--- config.mk ---
export PLATFORM = sky130hd
export DESIGN_NAME = seg7_scan_decoder
export DESIGN_NICKNAME = d
export VERILOG_FILES = /design/src/rtl/seg7_pkg.sv /design/src/rtl/seg7_pattern_decode.sv /design/src/rtl/seg7_scan_decoder.sv
export SDC_FILE = /design/constraint.sdc
export NUM_CORES = 1
export LEC_CHECK = 0
export CORE_MARGIN = 8
export CORE_UTILIZATION = 30
export DETAILED_ROUTE_END_ITERATION = 16
export PLACE_DENSITY = 0.54
export SYNTH_ARGS = -nofsm -noshare
export SYNTH_HDL_FRONTEND = slang
export SYNTH_SLANG_ARGS = --single-unit
--- constraint.sdc ---
create_clock -name clk -period 9.2 [get_ports clk]
set_input_delay 2.76 -clock clk [delete_from_list [all_inputs] [get_ports clk]]
set_output_delay 2.76 -clock clk [all_outputs]
set_load 0.02 [all_outputs]
--- src/rtl/seg7_pkg.sv ---
// Shared 7-segment definitions: segment bit order and the hex glyph set
// used by both the encoders and the scan decoder.
package seg7_pkg;

  typedef logic [6:0] seg_t;

  localparam int SEG_A = 0;
  localparam int SEG_B = 1;
  localparam int SEG_C = 2;
  localparam int SEG_D = 3;
  localparam int SEG_E = 4;
  localparam int SEG_F = 5;
  localparam int SEG_G = 6;

  // Active-high glyphs, bit6=g .. bit0=a
  localparam seg_t SEG_HEX_0     = 7'b0111111;
  localparam seg_t SEG_HEX_1     = 7'b0000110;
  localparam seg_t SEG_HEX_2     = 7'b1011011;
  localparam seg_t SEG_HEX_3     = 7'b1001111;
  localparam seg_t SEG_HEX_4     = 7'b1100110;
  localparam seg_t SEG_HEX_5     = 7'b1101101;
  localparam seg_t SEG_HEX_6     = 7'b1111101;
  localparam seg_t SEG_HEX_7     = 7'b0000111;
  localparam seg_t SEG_HEX_8     = 7'b1111111;
  localparam seg_t SEG_HEX_9     = 7'b1101111;
  localparam seg_t SEG_HEX_9_ALT = 7'b1100111;
  localparam seg_t SEG_HEX_A     = 7'b1110111;
  localparam seg_t SEG_HEX_B     = 7'b1111100;
  localparam seg_t SEG_HEX_C     = 7'b0111001;
  localparam seg_t SEG_HEX_D     = 7'b1011110;
  localparam seg_t SEG_HEX_E     = 7'b1111001;
  localparam seg_t SEG_HEX_F     = 7'b1110001;
  localparam seg_t SEG_BLANK     = 7'b0000000;

  function automatic seg_t seg_from_n(input seg_t seg_n);
    return ~seg_n;
  endfunction

endpackage

--- src/rtl/seg7_pattern_decode.sv ---
// Combinational glyph-to-nibble decoder; unrecognised patterns (blank
// included) report ok=0 with nibble 0.
module seg7_pattern_decode
  import seg7_pkg::*;
(
  input  seg_t       i_seg,
  output logic       o_ok,
  output logic [3:0] o_nibble
);

  // Glyph lookup
  always_comb begin
    o_ok     = 1'b1;
    o_nibble = 4'h0;
    case (i_seg)
      SEG_HEX_0:                o_nibble = 4'h0;
      SEG_HEX_1:                o_nibble = 4'h1;
      SEG_HEX_2:                o_nibble = 4'h2;
      SEG_HEX_3:                o_nibble = 4'h3;
      SEG_HEX_4:                o_nibble = 4'h4;
      SEG_HEX_5:                o_nibble = 4'h5;
      SEG_HEX_6:                o_nibble = 4'h6;
      SEG_HEX_7:                o_nibble = 4'h7;
      SEG_HEX_8:                o_nibble = 4'h8;
      SEG_HEX_9, SEG_HEX_9_ALT: o_nibble = 4'h9;
      SEG_HEX_A:                o_nibble = 4'hA;
      SEG_HEX_B:                o_nibble = 4'hB;
      SEG_HEX_C:                o_nibble = 4'hC;
      SEG_HEX_D:                o_nibble = 4'hD;
      SEG_HEX_E:                o_nibble = 4'hE;
      SEG_HEX_F:                o_nibble = 4'hF;
      default: begin
        o_ok     = 1'b0;
        o_nibble = 4'h0;
      end
    endcase
  end

endmodule

--- src/rtl/seg7_scan_decoder.sv ---
// Snoops a scanned active-low 7-segment bus and rebuilds the displayed hex
// value. Optional frame watchdog enabled by defining SEG7_DEC_TIMEOUT_EN.
module seg7_scan_decoder
  import seg7_pkg::*;
#(
  parameter int NUM_DIGITS     = 8,
  parameter int STABLE_CYCLES  = 4,
  parameter int TIMEOUT_CYCLES = 65536
)(
  input  logic                    clk,
  input  logic                    rst_n,
  input  logic [6:0]              seg_n,
  input  logic [NUM_DIGITS-1:0]   dig_sel_n,
  output logic [4*NUM_DIGITS-1:0] value,
  output logic [NUM_DIGITS-1:0]   digit_valid,
  output logic                    frame_done,
  output logic                    err_sel
`ifdef SEG7_DEC_TIMEOUT_EN
  ,
  output logic                    timeout
`endif
);

  localparam int IDX_W = (NUM_DIGITS > 1) ? $clog2(NUM_DIGITS) : 1;
  localparam int NS_W  = $clog2(NUM_DIGITS + 1);
  localparam int CNT_W = $clog2(STABLE_CYCLES + 1);
  localparam logic [CNT_W-1:0]      CNT_ONE    = CNT_W'(1);
  localparam logic [CNT_W-1:0]      CNT_MAX    = CNT_W'(STABLE_CYCLES);
  localparam logic [CNT_W-1:0]      CNT_COMMIT = CNT_W'(STABLE_CYCLES - 1);
  localparam logic [NUM_DIGITS-1:0] ALL_SEEN   = '1;

  if (NUM_DIGITS < 1 || NUM_DIGITS > 16) begin : g_bad_digits
    $error("seg7_scan_decoder: NUM_DIGITS must be 1..16");
  end
  if (STABLE_CYCLES < 2) begin : g_bad_stable
    $error("seg7_scan_decoder: STABLE_CYCLES must be >= 2");
  end
  if (TIMEOUT_CYCLES < 2) begin : g_bad_timeout
    $error("seg7_scan_decoder: TIMEOUT_CYCLES must be >= 2");
  end

  // Input copies are kept active-high so the all-zero reset state reads as idle
  seg_t                    r_seg;
  seg_t                    r_prev_seg;
  logic [NUM_DIGITS-1:0]   r_sel;
  logic [NUM_DIGITS-1:0]   r_prev_sel;
  logic [CNT_W-1:0]        r_cnt;
  logic [NUM_DIGITS-1:0]   r_seen;
  logic [4*NUM_DIGITS-1:0] r_value;
  logic [NUM_DIGITS-1:0]   r_valid;
  logic                    r_frame_done;
  logic                    r_err_sel;

  logic [NS_W-1:0]       w_nsel;
  logic [IDX_W-1:0]      w_idx;
  logic                  w_one;
  logic                  w_multi;
  logic                  w_same;
  logic                  w_commit;
  logic                  w_frame;
  logic                  w_tmo;
  logic [NUM_DIGITS-1:0] w_seen_next;
  logic [CNT_W-1:0]      w_cnt_next;
  logic                  w_ok;
  logic [3:0]            w_nib;

  seg7_pattern_decode u_decode (
    .i_seg    (r_seg),
    .o_ok     (w_ok),
    .o_nibble (w_nib)
  );

  // Select classification and stability/commit decision
  always_comb begin
    w_nsel = '0;
    w_idx  = '0;
    for (int i = 0; i < NUM_DIGITS; i++) begin
      w_nsel = w_nsel + NS_W'(r_sel[i]);
      w_idx  = r_sel[i] ? IDX_W'(i) : w_idx;
    end
    w_one       = (w_nsel == NS_W'(1));
    w_multi     = (w_nsel > NS_W'(1));
    w_same      = (r_sel == r_prev_sel) && (r_seg == r_prev_seg);
    w_commit    = w_one && w_same && (r_cnt == CNT_COMMIT);
    w_seen_next = r_seen | r_sel;
    w_frame     = w_commit && (w_seen_next == ALL_SEEN);
    if (!w_one) begin
      w_cnt_next = '0;
    end else if (!w_same) begin
      w_cnt_next = CNT_ONE;
    end else if (r_cnt == CNT_MAX) begin
      w_cnt_next = r_cnt;
    end else begin
      w_cnt_next = r_cnt + CNT_ONE;
    end
  end

  // Input stage, previous-sample history and stability counter
  always_ff @(posedge clk or negedge rst_n) begin
    if (!rst_n) begin
      r_seg      <= SEG_BLANK;
      r_sel      <= '0;
      r_prev_seg <= SEG_BLANK;
      r_prev_sel <= '0;
      r_cnt      <= '0;
    end else begin
      r_seg      <= seg_from_n(seg_n);
      r_sel      <= ~dig_sel_n;
      r_prev_seg <= r_seg;
      r_prev_sel <= r_sel;
      r_cnt      <= w_cnt_next;
    end
  end

  // Commit, frame tracking and error pulse
  always_ff @(posedge clk or negedge rst_n) begin
    if (!rst_n) begin
      r_value      <= '0;
      r_valid      <= '0;
      r_seen       <= '0;
      r_frame_done <= 1'b0;
      r_err_sel    <= 1'b0;
    end else begin
      r_frame_done <= w_frame;
      // Pulse only on entry into a multi-select sample, not while it is held
      r_err_sel    <= w_multi && (r_sel != r_prev_sel);
      if (w_commit) begin
        r_value[{w_idx, 2'b00} +: 4] <= w_nib;
        r_valid[w_idx]               <= w_ok;
      end
      if (w_tmo) begin
        r_valid <= '0;
      end
      if (w_frame || w_tmo) begin
        r_seen <= '0;
      end else if (w_commit) begin
        r_seen <= w_seen_next;
      end
    end
  end

`ifdef SEG7_DEC_TIMEOUT_EN
  localparam int WD_W = $clog2(TIMEOUT_CYCLES);
  localparam logic [WD_W-1:0] WD_LAST = WD_W'(TIMEOUT_CYCLES - 1);

  logic [WD_W-1:0] r_wdog;
  logic            r_timeout;

  // A completing frame in the expiry cycle suppresses the timeout
  always_comb begin
    w_tmo = (r_wdog == WD_LAST) && !w_frame;
  end

  // Frame watchdog
  always_ff @(posedge clk or negedge rst_n) begin
    if (!rst_n) begin
      r_wdog    <= '0;
      r_timeout <= 1'b0;
    end else begin
      r_wdog    <= (w_frame || w_tmo) ? '0 : r_wdog + WD_W'(1);
      r_timeout <= w_tmo;
    end
  end

  assign timeout = r_timeout;
`else
  always_comb begin
    w_tmo = 1'b0;
  end
`endif

  assign value       = r_value;
  assign digit_valid = r_valid;
  assign frame_done  = r_frame_done;
  assign err_sel     = r_err_sel;

endmodule

==> flow_summary_export.csv, run 1 <==
group,metric,value,unit
worst_setup_path,critical_path.max_stage_delay,0.69,ns
worst_setup_path,worstSetupPathType,"flop to flop",
routing,via_count,2834,
sta,rsz0062_at_grt,"no",
synthesis,synth_ff_type,"dfrtp_1",
run,cap_violations,0,
routing,viasPerCell,4.84,
worst_setup_path,cp-start-kind,"flop",
clock_network,cts_tree,"done",
grt,antenna_found_initial,0,
synthesis,yosysTopAreaCell,"dfrtp_1",
clock_network,numCtsBuffers,9,
cells_and_area,drive_above_1_share,0.159,
synthesis,async_flop_share,1.00,
synthesis,synthesis.nets,386,
routing,drt_iter0_markers,135,
worst_setup_path,path_cells,"fa_1 -> inv_1 -> fa_1 -> fa_1 -> inv_1 -> ha_1 -> fa_1 -> nor2_1 -> a21oi_1 -> or3b_1 -> nor4_2 -> mux2_2",
worst_setup_path,cp_slowest_cell,"nor4_2",
sta,hold_ws,0.510,ns
synthesis,synth_edf_count,0,
routing,routed_wl,9.15,mm
sta,period_share,0.510,
synthesis,ys_seq_area_frac,0.508,
routing,drc_errors,0,
pwr,power.density,169,nW/um^2
pwr,p_leak,2.20,nW
clock_network,clock_latency,0.34,ns
worst_setup_path,r2r_slack,4.50,ns
floorplan,ioPinCount,59,
floorplan,start_util,0.307,
sta,max_freq,213,MHz
floorplan,dieHeight,133,um
sta,relSlewSlack,0.307,
worst_setup_path,cp.buffers_inverters,2,
grt,grt.total_usage,0.107,
placement,io_buffers,58,
grt,grt_pass1_wl,15.4,mm
synthesis,synth_top_cell_area_share,0.508,
placement,routabilityCongestion,0.801,
worst_setup_path,arrival,4.91,ns
cells_and_area,n_fill_cell,1286,
clock_network,ctsHoldBuffers,0,
worst_setup_path,endpoint_kind,"flop",
synthesis,synth_area_leaders,"dfrtp_1 51%, mux2_2 8.3%, inv_1 4.0%, xor2_1 3.4%, nor4_4 2.6%",
clock_network,clockBufferDepth,2,
sta,skew,0.00818,ns
clock_network,cts.repair.resized,0,
worst_setup_path,crit_family,"adder cells",
synthesis,synth_seq_cells,83,
placement,dpl-instance-area,4790,um^2
synthesis,synth_cell_types,52,
synthesis,ys_warn_count,0,
floorplan,rows,42,
clock_network,cts_setup_buffers,0,
sta,tightest_slew,1.04,ns
synthesis,syn_area,4090,um^2
synthesis,avgSynthCellArea,11.4,um^2
routing,wire_per_inst,15.6,um
sta,setup_viol,0,
routing,wl_met1,4.28,mm
clock_network,cts.clk_slew.worst_paths,0.07,ns
cells_and_area,fin_nets,434,
routing,wl_met3,430,um
cells_and_area,area_growth,25.0,%
sta,fin_crit,4.70,ns
routing,route.met2.wl,4.27,mm
routing,postRouteAntennaNets,0,
sta,final_hold_viol_count,0,
routing,drt_first_pass_iters,4,
clock_network,clock-sinks,83,
grt,grt_max_degree,84,
floorplan,die_w,133,um
grt,first_global_vias,2974,
sta,fin_setup_tns,0,ns
pwr,peakVddDrop,0.000110,V
floorplan,core-area,13300,um^2
synthesis,syn_inst,357,
min_path,hold_path_class,"flop to flop",
worst_setup_path,worst-path-max-fanout,16,
clock_network,cts.htree.levels,3,
cells_and_area,n_antenna_cell,0,
floorplan,die_area,17600,um^2
clock_network,cts_root_buf,"clkbuf_16",
placement,hpwl,6.66,mm
grt,overflow,0,
pwr,finalPower,0.000864,W
cells_and_area,fin_util,0.384,
cells_and_area,fin_area,5110,um^2
routing,top_layer,"met4",
sta,final-max-slew-violation-count,0,
outcome,status,"complete, no violations",
worst_setup_path,critPathRequiredTime,9.42,ns
worst_setup_path,crit_top_cell,"fa_1",
==> placed cells by master, fill, tap and decap left out, drive strengths merged, types with 3 or more instances in the layout <==
cell           Yosys  layout
o21ai              4       4
o32ai              3       3
nor3               9       9
nand2              9       9
nand2b             3       3
inv               43      43
clkbuf            14      10
or3                3       3
and2               6       6
nand3b             6       6
xor2              16      16
o22ai              6       6
dfrtp             83      83
a21oi             17      17
mux2              32      32
nor4              17      17
fa                 4       4
clkinvlp           0       4
ha                 8       8
nor2              11      11
nand3             10      10
nand4             12      12
clkdlybuf4s50      0      57
mux2i              8       8
==> worst register-to-register path, stage by stage (launching register included) <==
cell	delay, ns
dfrtp_1	0.47
fa_1	0.53
inv_1	0.05
fa_1	0.44
fa_1	0.50
inv_1	0.04
ha_1	0.20
fa_1	0.38
nor2_1	0.10
a21oi_1	0.10
or3b_1	0.67
nor4_2	0.70
mux2_2	0.41
==> per-layer routing <==
metal | up-vias | global-route usage
met3 | 14 | 0.0307
met4 | 0 | 0.0397
met1 | 1419 | 0.138
met5 | - | 0
met2 | 64 | 0.167
li1 | 1337 | -
==> registers in the layout, summed over array words and instances (netlist names) <==
register     count
digit_valid      8
value           32
frame_done       1
err_sel          1
r_sel            8
r_prev_seg       7
r_seen           8
r_cnt            3
r_prev_sel       8
r_seg            7
==> per-stage QoR <==
step | worst slack [ns] | cells
2_1_floorplan | 4.92 | 357
5_1_grt | 4.26 | 586
6_report | 4.50 | 586
4_1_cts | 4.53 | 586
3_3_place_gp | 4.66 | 570
3_5_place_dp | 4.53 | 570
==> final timing paths <==
check                           from             end  cells after the start
hold reg to reg            r_seen[7]       r_seen[7]                      1
setup / recovery            r_sel[1]        value[7]                     12
min in group asynchronous      rst_n  digit_valid[7]                      1
setup reg to reg            r_sel[1]        value[7]                     12
max in group asynchronous      rst_n        value[5]                      1
hold / removal             r_seen[7]       r_seen[7]                      1
==> layout make-up <==
cell class,instances,area (um^2),area share
flip-flops and latches,83,2080,0.407
clock buffers,10,229,0.0448
well taps,176,220,0.0431
inverters,43,161,0.0316
repair buffers,59,586,0.115
multi-input cells,209,1740,0.341
clock inverters,6,90.1,0.0176
==> cells in the mapped netlist, drive strengths merged (4+ instances only) <==
library cell	number
nand3b	6
o21ai	4
fa	4
nand2	9
a21oi	17
o22ai	6
dfrtp	83
mux2	32
inv	43
ha	8
buf	8
nor4	17
nand3	10
nor3	9
and2	6
clkbuf	14
xor2	16
nand4	12
mux2i	8
nor2	11
==> report_power, final <==
group	switching [W]	leakage [nW]	internal, W
registers	0.0000150	1.09	0.000375
clock network	0.000145	0.141	0.000238
logic	0.0000559	0.971	0.0000362
==> cells by family after synthesis <==
group | Yosys count | share of synthesized area
xor+xnor | 17 | 0.0364
compound gates | 41 | 0.0637
simple gates | 99 | 0.174
fa+ha+maj | 12 | 0.0441
buf+inv | 65 | 0.0649
mux | 40 | 0.109
flops | 83 | 0.508
(Power assumes the default switching activity.)
==> inputs of run 2 (changes only) <==
PLACE_DENSITY = 0.56   (was 0.54)
clock period = 3.85 ns   (was 9.2 ns; I/O delays follow)
==> flow_summary_export.csv, run 2 (same netlist as run 1, synthesis figures left out) <==
group,metric,value,unit
worst_setup_path,arrival,4.32,ns
grt,overflow,0,
pwr,p_leak,2.46,nW
sta,skew,0.00872,ns
placement,routabilityCongestion,0.851,
grt,use_met3,0.0356,
run,cap_violations,0,
cells_and_area,fin_nets,466,
worst_setup_path,r2r_slack,-0.24,ns
routing,viasPerCell,4.82,
floorplan,dieHeight,133,um
routing,wire_per_inst,15.9,um
sta,rsz0062_at_grt,"yes",
clock_network,cts_tree,"done",
grt,met2_usage,0.188,
floorplan,die_area,17600,um^2
cells_and_area,n_antenna_cell,0,
grt,first_global_vias,3142,
worst_setup_path,path_cells,"fa_1 -> inv_1 -> fa_1 -> fa_1 -> inv_1 -> ha_2 -> fa_2 -> nor2_2 -> a21oi_2 -> or3b_4 -> buf_6 -> or4_4 -> mux2_4",
cells_and_area,final_cell_mix,"83 x dfrtp_1, 57 x clkdlybuf4s50_1, 43 x inv_1, 30 x buf_4, 20 x mux2_2",
clock_network,clock-sinks,83,
placement,hpwl,6.92,mm
floorplan,core-area,13300,um^2
worst_setup_path,cp.depth,13,
clock_network,cts.clk_slew.worst_paths,0.06,ns
pwr,power.density,411,nW/um^2
routing,via_count,2979,
sta,setup_slack,-0.245,ns
outcome,status,"finished, violations left",
floorplan,start_util,0.307,
min_path,hold_depth,1,
sta,fin_setup_tns,-4.68,ns
clock_network,numCtsBuffers,9,
cells_and_area,fin_util,0.418,
routing,drt_first_pass_iters,4,
floorplan,rows,42,
clock_network,cts_root_buf,"clkbuf_16",
worst_setup_path,endpoint_kind,"flop",
routing,routed_wl,9.81,mm
grt,grt_max_degree,84,
worst_setup_path,critPathRequiredTime,4.07,ns
outcome,violations,"setup timing",
worst_setup_path,crit_top_cell,"fa_1",
clock_network,cts.htree.levels,3,
grt,grt.busiest_layer,"met2",
worst_setup_path,cp_slowest_cell,"fa_1",
worst_setup_path,cp-start-kind,"flop",
worst_setup_path,crit_family,"adder cells",
routing,drt_iter0_markers,145,
grt,antenna_found_initial,0,
floorplan,die_w,133,um
cells_and_area,drive_above_1_share,0.253,
clock_network,clock_latency,0.34,ns
grt,grt.met1_usage,0.145,
routing,postRouteAntennaNets,0,
sta,max_freq,244,MHz
pwr,peakVddDrop,0.000242,V
sta,tightest_slew,1.03,ns
floorplan,ioPinCount,59,
sta,final-max-slew-violation-count,0,
sta,final_hold_viol_count,0,
worst_setup_path,worstSetupPathType,"flop to flop",
sta,relSlewSlack,0.313,
sta,fin_crit,4.09,ns
routing,drc_errors,0,
worst_setup_path,critical_path.max_stage_delay,0.53,ns
sta,period_share,1.06,
cells_and_area,layout_commonest_cell,"dfrtp_1",
grt,grt_pass1_wl,16.6,mm
min_path,hold_path_class,"flop to flop",
cells_and_area,largest_reg_flops,32,
placement,io_buffers,58,
worst_setup_path,cp.buffers_inverters,3,
worst_setup_path,rr_worst_depth,13,
cells_and_area,area_growth,36.0,%
cells_and_area,n_fill_cell,1251,
sta,setup_viol,38,
worst_setup_path,worst-path-max-fanout,5,
grt,grt.total_usage,0.117,
clock_network,clockBufferDepth,2,
run 2: cell types whose count changed in the layout (fill, tap and decap cells not counted), sizes merged:
cell | previous run | this run
buf | 2 | 34
bufinv | 2 | 4
clkbuf | 10 | 9
clkinv | 0 | 1
clkinvlp | 4 | 2
run 2: through the flow:
| step | power, W | hold WS (ns) | cells | area (um^2) | setup slack [ns] |
|---|---|---|---|---|---|
| final | 0.00228 | 0.506 | 618 | 5550 | -0.245 |
| after floorplan | 0.00111 | 0.349 | 357 | 4160 | -0.374 |
| after CTS | 0.00230 | 0.508 | 616 | 5510 | -0.242 |
| after global placement | 0.00121 | 0.492 | 592 | 5020 | -0.357 |
| after global routing | 0.00238 | 0.515 | 618 | 5550 | -0.315 |
| after detailed placement | 0.00121 | 0.495 | 592 | 5020 | -0.393 |
run 2: power by group:
part	switching (W)	internal, W
Sequential	0.0000274	0.000896
Combinational	0.000172	0.000142
Clock	0.000349	0.000698
run 2: path summary, 6_finish.rpt:
| path | to | startpoint |
|---|---|---|
| max | value[15] | r_sel[3] |
| min | digit_valid[5] | digit_valid[5] |
| max reg2reg | value[15] | r_sel[3] |
| min reg2reg | digit_valid[5] | digit_valid[5] |
| max in group asynchronous | value[6] | rst_n |
| min in group asynchronous | r_seen[7] | rst_n |
run 2: layer usage:
| layer | vias up | part of all wire |
|---|---|---|
| li1 | 1403 | - |
| met1 | 1493 | 0.46 |
| met2 | 65 | 0.48 |
| met4 | 0 | 0.019 |
| met3 | 18 | 0.046 |
| met5 | - | 0 |
run 2: layout make-up:
cell class                 instances  area [um^2]  area share
sequential                        83         2080       0.374
multi-input combinational        209         1880       0.339
timing repair buffer              91          850       0.153
clock buffer                       9          225      0.0405
tap                              176          220      0.0396
inverter                          43          161      0.0291
clock inverter                     7          140      0.0252
run 2: timing repair:
item                                    in CTS  in global routing
hold buffers                                 0                  0
gates resized for setup                     16                  4
buffers inserted                             9                  2
endpoints found under the setup margin      40                 39
pin swaps                                   10                  0
==> edit 1: new RTL, flow settings as in run 1 <==
Set the parameter `NUM_DIGITS` to 16 (it was 8).
--- a/src/rtl/seg7_scan_decoder.sv
+++ b/src/rtl/seg7_scan_decoder.sv
@@ -5,3 +5,3 @@
 #(
-  parameter int NUM_DIGITS     = 8,
+  parameter int NUM_DIGITS     = 16,
   parameter int STABLE_CYCLES  = 4,
Ports: changed (resized dig_sel_n, digit_valid and value); port bits go from 59 to 107. The function was not compared with the original's and may differ.
==> edit 1 against run 1 <==
Sequential power rose by 74%; clock skew fell by 0.71 ps; area after synthesis rose by 70%; setup slack got worse by 550 ps; final area rose by 75%; sequential cell count rose by 64; total power rose by 84%; combinational power rose by 82%; die area rose by 61%; routed wire length rose by 91%; first-iteration DRC count rose by 120%; largest power group is now the clock network; highest routed layer unchanged.
==> edit 1: results (changes against run 1) <==
The count of cells along the worst register-to-register path came out at 15 (+3). The fraction of final layout cells sized beyond drive strength 1 came out at 21.2% (+5.3 points). The worst-case vdd ir drop is 0.000100 V (-9.5%).

The clock skew came out at 7.47 ps (-0.705 ps). The number of distinct library cells after synthesis is 64 (+23%). The maximum fanout along the worst path is 23 (+7).

The number of global-route vias before repair is 5049 (+70%). The capture point of the critical path is r_seen[10]$_DFFE_PN0P_. The worst setup timing slack at the placement stage is 3910 ps (-616 ps). The net load switching power is 396 µW (+84%). The wire length of the first global-routing pass is 28300 µm (+83%). The final hold slack came out at 499 ps (-10.3 ps). By area the synthesized netlist is led by sky130_fd_sc_hd__dfrtp_1 53%, sky130_fd_sc_hd__mux2_2 13%, sky130_fd_sc_hd__fa_1 2.9%.

The CTS buffer count is 17 (+8). The delay contributed by the slowest stage of the critical path came out at 630 ps (-60 ps). The first-pass iteration count of the detailed router came out at 7 (+3). The instance count along the most critical hold path is 2 (+1). The net count of the finished layout came out at 728 (+68%). The library cell contributing the largest single delay on the critical path is sky130_fd_sc_hd__dfrtp_1.

The clock latency of the later-clocked register in the worst-skew pair was 420 ps (+80 ps). The aggregate routed wire length is 17500 µm (+91%). The maximum level of the CTS H-tree came out at 4 (+1). The cell area after placement came out at 8270 µm² (+73%). The first-iteration detailed-routing DRC count came out at 293 (+120%). The run finished with clean final reports. The HPWL after detailed placement is 13100 µm (+96%). The static leakage is 0.00410 µW (+87%).
edit 1: metal layers:
metal  vias to the layer above  wire (µm)  part of all wire [%]  GRT usage, %
met2                       127       8650                    50          21.4
met5                         -          0                     0             0
li1                       2185          -                     -             -
met4                         0        216                   1.2          3.77
met1                      2335       7750                    44          15.7
met3                        19        856                   4.9          3.74
edit 1: logic make-up (layout without fill, tap and decap cells):
| logic type | Yosys count | count (layout) | synth area share (%) |
|---|---|---|---|
| simple gates | 162 | 162 | 14.2 |
| fa+ha+maj | 22 | 22 | 5.04 |
| xor+xnor | 26 | 26 | 3.28 |
| buf+inv | 72 | 191 | 4.49 |
| mux | 82 | 82 | 13.3 |
| compound gates | 64 | 64 | 6.78 |
| flops | 147 | 147 | 53.0 |
edit 1: worst register-to-register path, delay by kind of cell, from the launching register on:
kind | cells | cell delay [ps]
DFF | 1 | 630
and+or+nand+nor | 5 | 1510
buffers and inverters | 4 | 450
adders and majority gates | 6 | 2530
edit 1: layout make-up:
cell class,count,area (µm²)
flip-flops and latches,147,3680
clock inverters,14,203
multi-input cells,356,2950
inverters,48,180
clock buffers,18,439
repair buffers,111,1100
well taps,285,357
fillers,2193,13800
edit 1: stage by stage:
stage / power [µW] / std cells
final: 1590 / 979
after global routing: 1670 / 979
after CTS: 1620 / 979
after detailed placement: 864 / 947
after global placement: 854 / 947
after floorplan: 801 / 575
edit 1: power groups by stage:
stage | combinational (µW) | clock [µW] | sequential (µW)
4_1_cts | 172 | 766 | 680
3_5_place_dp | 172 | 0 | 692
6_report | 168 | 746 | 680
3_3_place_gp | 163 | 0 | 691
2_1_floorplan | 120 | 0 | 681
5_1_grt | 192 | 798 | 682
==> edit 2: new RTL, flow settings as in run 1 <==
Made on the original files. Remove the register `r_frame_done`: a continuous assignment takes its place, so the output `frame_done` follows one clock earlier.
--- a/src/rtl/seg7_scan_decoder.sv
+++ b/src/rtl/seg7_scan_decoder.sv
@@ -120,6 +120,4 @@
       r_seen       <= '0;
-      r_frame_done <= 1'b0;
       r_err_sel    <= 1'b0;
     end else begin
-      r_frame_done <= w_frame;
       // Pulse only on entry into a multi-select sample, not while it is held
@@ -140,2 +138,4 @@
   end
+
+  assign r_frame_done = w_frame;
 
Formal check against the unedited RTL: no difference found for any inputs over 10 cycles, from zero or initial values and one cycle with rst_n low; that may be too few to reach the edited logic, so the function may still have changed.
==> edit 2 against run 1 <==
Area after synthesis is 0.61% lower; final cell count fell by 0.34%; sequential power is 1% lower; clock power decreased by 9.2%; routed wire length rose by 1.0%; setup slack worse by 2500 ps; sequential cell count is 1 lower; synthesized cell count fell by 0.28%; critical path type is now flop to output pin; total power shrank 4.7%; final area decreased by 1.3%.
==> edit 2: results (changes against run 1) <==
The cell area after placement came out at 4750 µm² (-0.68%). The post-CTS setup repair buffer count was 0 (unchanged). The worst endpoint data arrival time came out at 4470 ps (-440 ps).

Ranked by instance count, the synthesized netlist is headed by 82 x sky130_fd_sc_hd__dfrtp_1, 43 x sky130_fd_sc_hd__inv_1, 30 x sky130_fd_sc_hd__mux2_2. The worst setup timing slack at the placement stage came out at 2320 ps (-2210 ps). The hold path endpoint is value[14]$_DFFE_PN0P_. The clock skew is 5.00 ps (-3.18 ps). Ranked by total cell area, the synthesized netlist is headed by sky130_fd_sc_hd__dfrtp_1 51%, sky130_fd_sc_hd__mux2_2 8.3%, sky130_fd_sc_hd__inv_1 4.0%. In this run the most critical hold path is launched from value[14]$_DFFE_PN0P_. The number of inserted filler cells in the final layout came out at 1326 (+3.1%). The final weighted congestion in routability-driven placement is 0.843 (+5.4%). The parity-gate share of the synthesized area counting xor and xnor cells is 3.67% (+0.022 points). The sequential area share after synthesis came to 50.5% (-0.30 points).

The adder and majority gate portion of the synthesized area is 4.44% (+0.027 points). The flow ran to the end, and the final reports show no timing, DRC or antenna violations. The worst-case vdd ir drop came to 0.000108 V (-2.6%). The net count of the finished layout came out at 432 (-0.46%).

The core utilization of the finished layout is 38.1% (-0.34 points). The largest net degree at the start of global routing is 83 (-1.2%). The first-iteration detailed-routing DRC count is 130 (-3.7%). The routed wirelength normalized by instance count came out at 15.8 µm (+1.4%).

The fraction of final layout cells sized beyond drive strength 1 came to 15.7% (-0.17 points). The remaining max-slew budget at the tightest pin was 26.5% (-4.2 points). The mux cell area share after synthesis is 10.9% (+0.067 points). The min-delay analysis places its worst path in the category flop to flop.

The maximum fanout along the worst path came out at 9 (-7). The instance count along the most critical hold path is 1 (unchanged). The register-to-register setup slack came out at 4410 ps (-90 ps). The complex-gate fraction of the synthesized area is 6.41% (+0.039 points). The most frequently used flop master after synthesis is sky130_fd_sc_hd__dfrtp_1.

The buffer type at the clock tree root is sky130_fd_sc_hd__clkbuf_16. The wire length of the first global-routing pass was 15600 µm (+1.1%). After clock tree synthesis, the clock-pin slew on the worst setup and hold paths is 60 ps. The HPWL after detailed placement came to 6600 µm (-0.91%). The static leakage is 0.00218 µW (-0.82%).

The worst register-to-register path ends at value[7]$_DFFE_PN0P_. The slowest stage of the critical path is the sky130_fd_sc_hd__clkdlybuf4s50_1 cell. The total number of vias is 2762 (-2.5%). The number of global-route vias before repair is 2938 (-1.2%). The post-synthesis net count came out at 385 (-0.26%). The global router's overall resource usage is 11.1% (+0.41 points).
-- edit 2: cell count changes in the layout (fill, tap and decap cells not counted) --
cell,change
sky130_fd_sc_hd__clkinv_2,+4
sky130_fd_sc_hd__clkinvlp_4,-3
sky130_fd_sc_hd__buf_4,-1
sky130_fd_sc_hd__bufinv_16,-1
sky130_fd_sc_hd__dfrtp_1,-1
-- edit 2: metrics by stage --
step	hold slack (ps)	power, µW	std cells
floorplan	349	452	356
global placement	482	480	568
detailed placement	498	484	568
CTS	511	838	584
global route	521	864	584
finish	503	824	584
-- edit 2: power by group --
group	internal, µW	switching (µW)	total (µW)
clock	208	139	347
sequential	371	15.3	386
combinational	35.4	55.3	90.7
-- edit 2: layer usage --
metal	up-vias	track usage [%]	part of all wire (%)
met3	13	3.73	5.0
li1	1328	-	-
met4	0	3.97	1.6
met1	1372	14.0	46
met2	49	17.5	47
met5	-	0	0
-- edit 2: area by class of cell --
class / count / area share, %
flip-flops and latches: 82 / 40.7
clock buffers: 10 / 4.54
repair buffers: 58 / 11.5
inverters: 43 / 3.20
well taps: 176 / 4.37
multi-input cells: 209 / 34.6
clock inverters: 6 / 1.14
-- edit 2: how the worst max path moves through the flow --
stage            endpoint  slack [ps]               start
5_1_grt        frame_done        1760  r_sel[3]$_DFF_PN0_
3_3_place_gp   frame_done        2370  r_sel[0]$_DFF_PN0_
4_1_cts        frame_done        1910  r_sel[1]$_DFF_PN0_
2_1_floorplan  frame_done        3100  r_sel[0]$_DFF_PN0_
3_5_place_dp   frame_done        2320  r_sel[1]$_DFF_PN0_
6_report       frame_done        1970  r_sel[1]$_DFF_PN0_
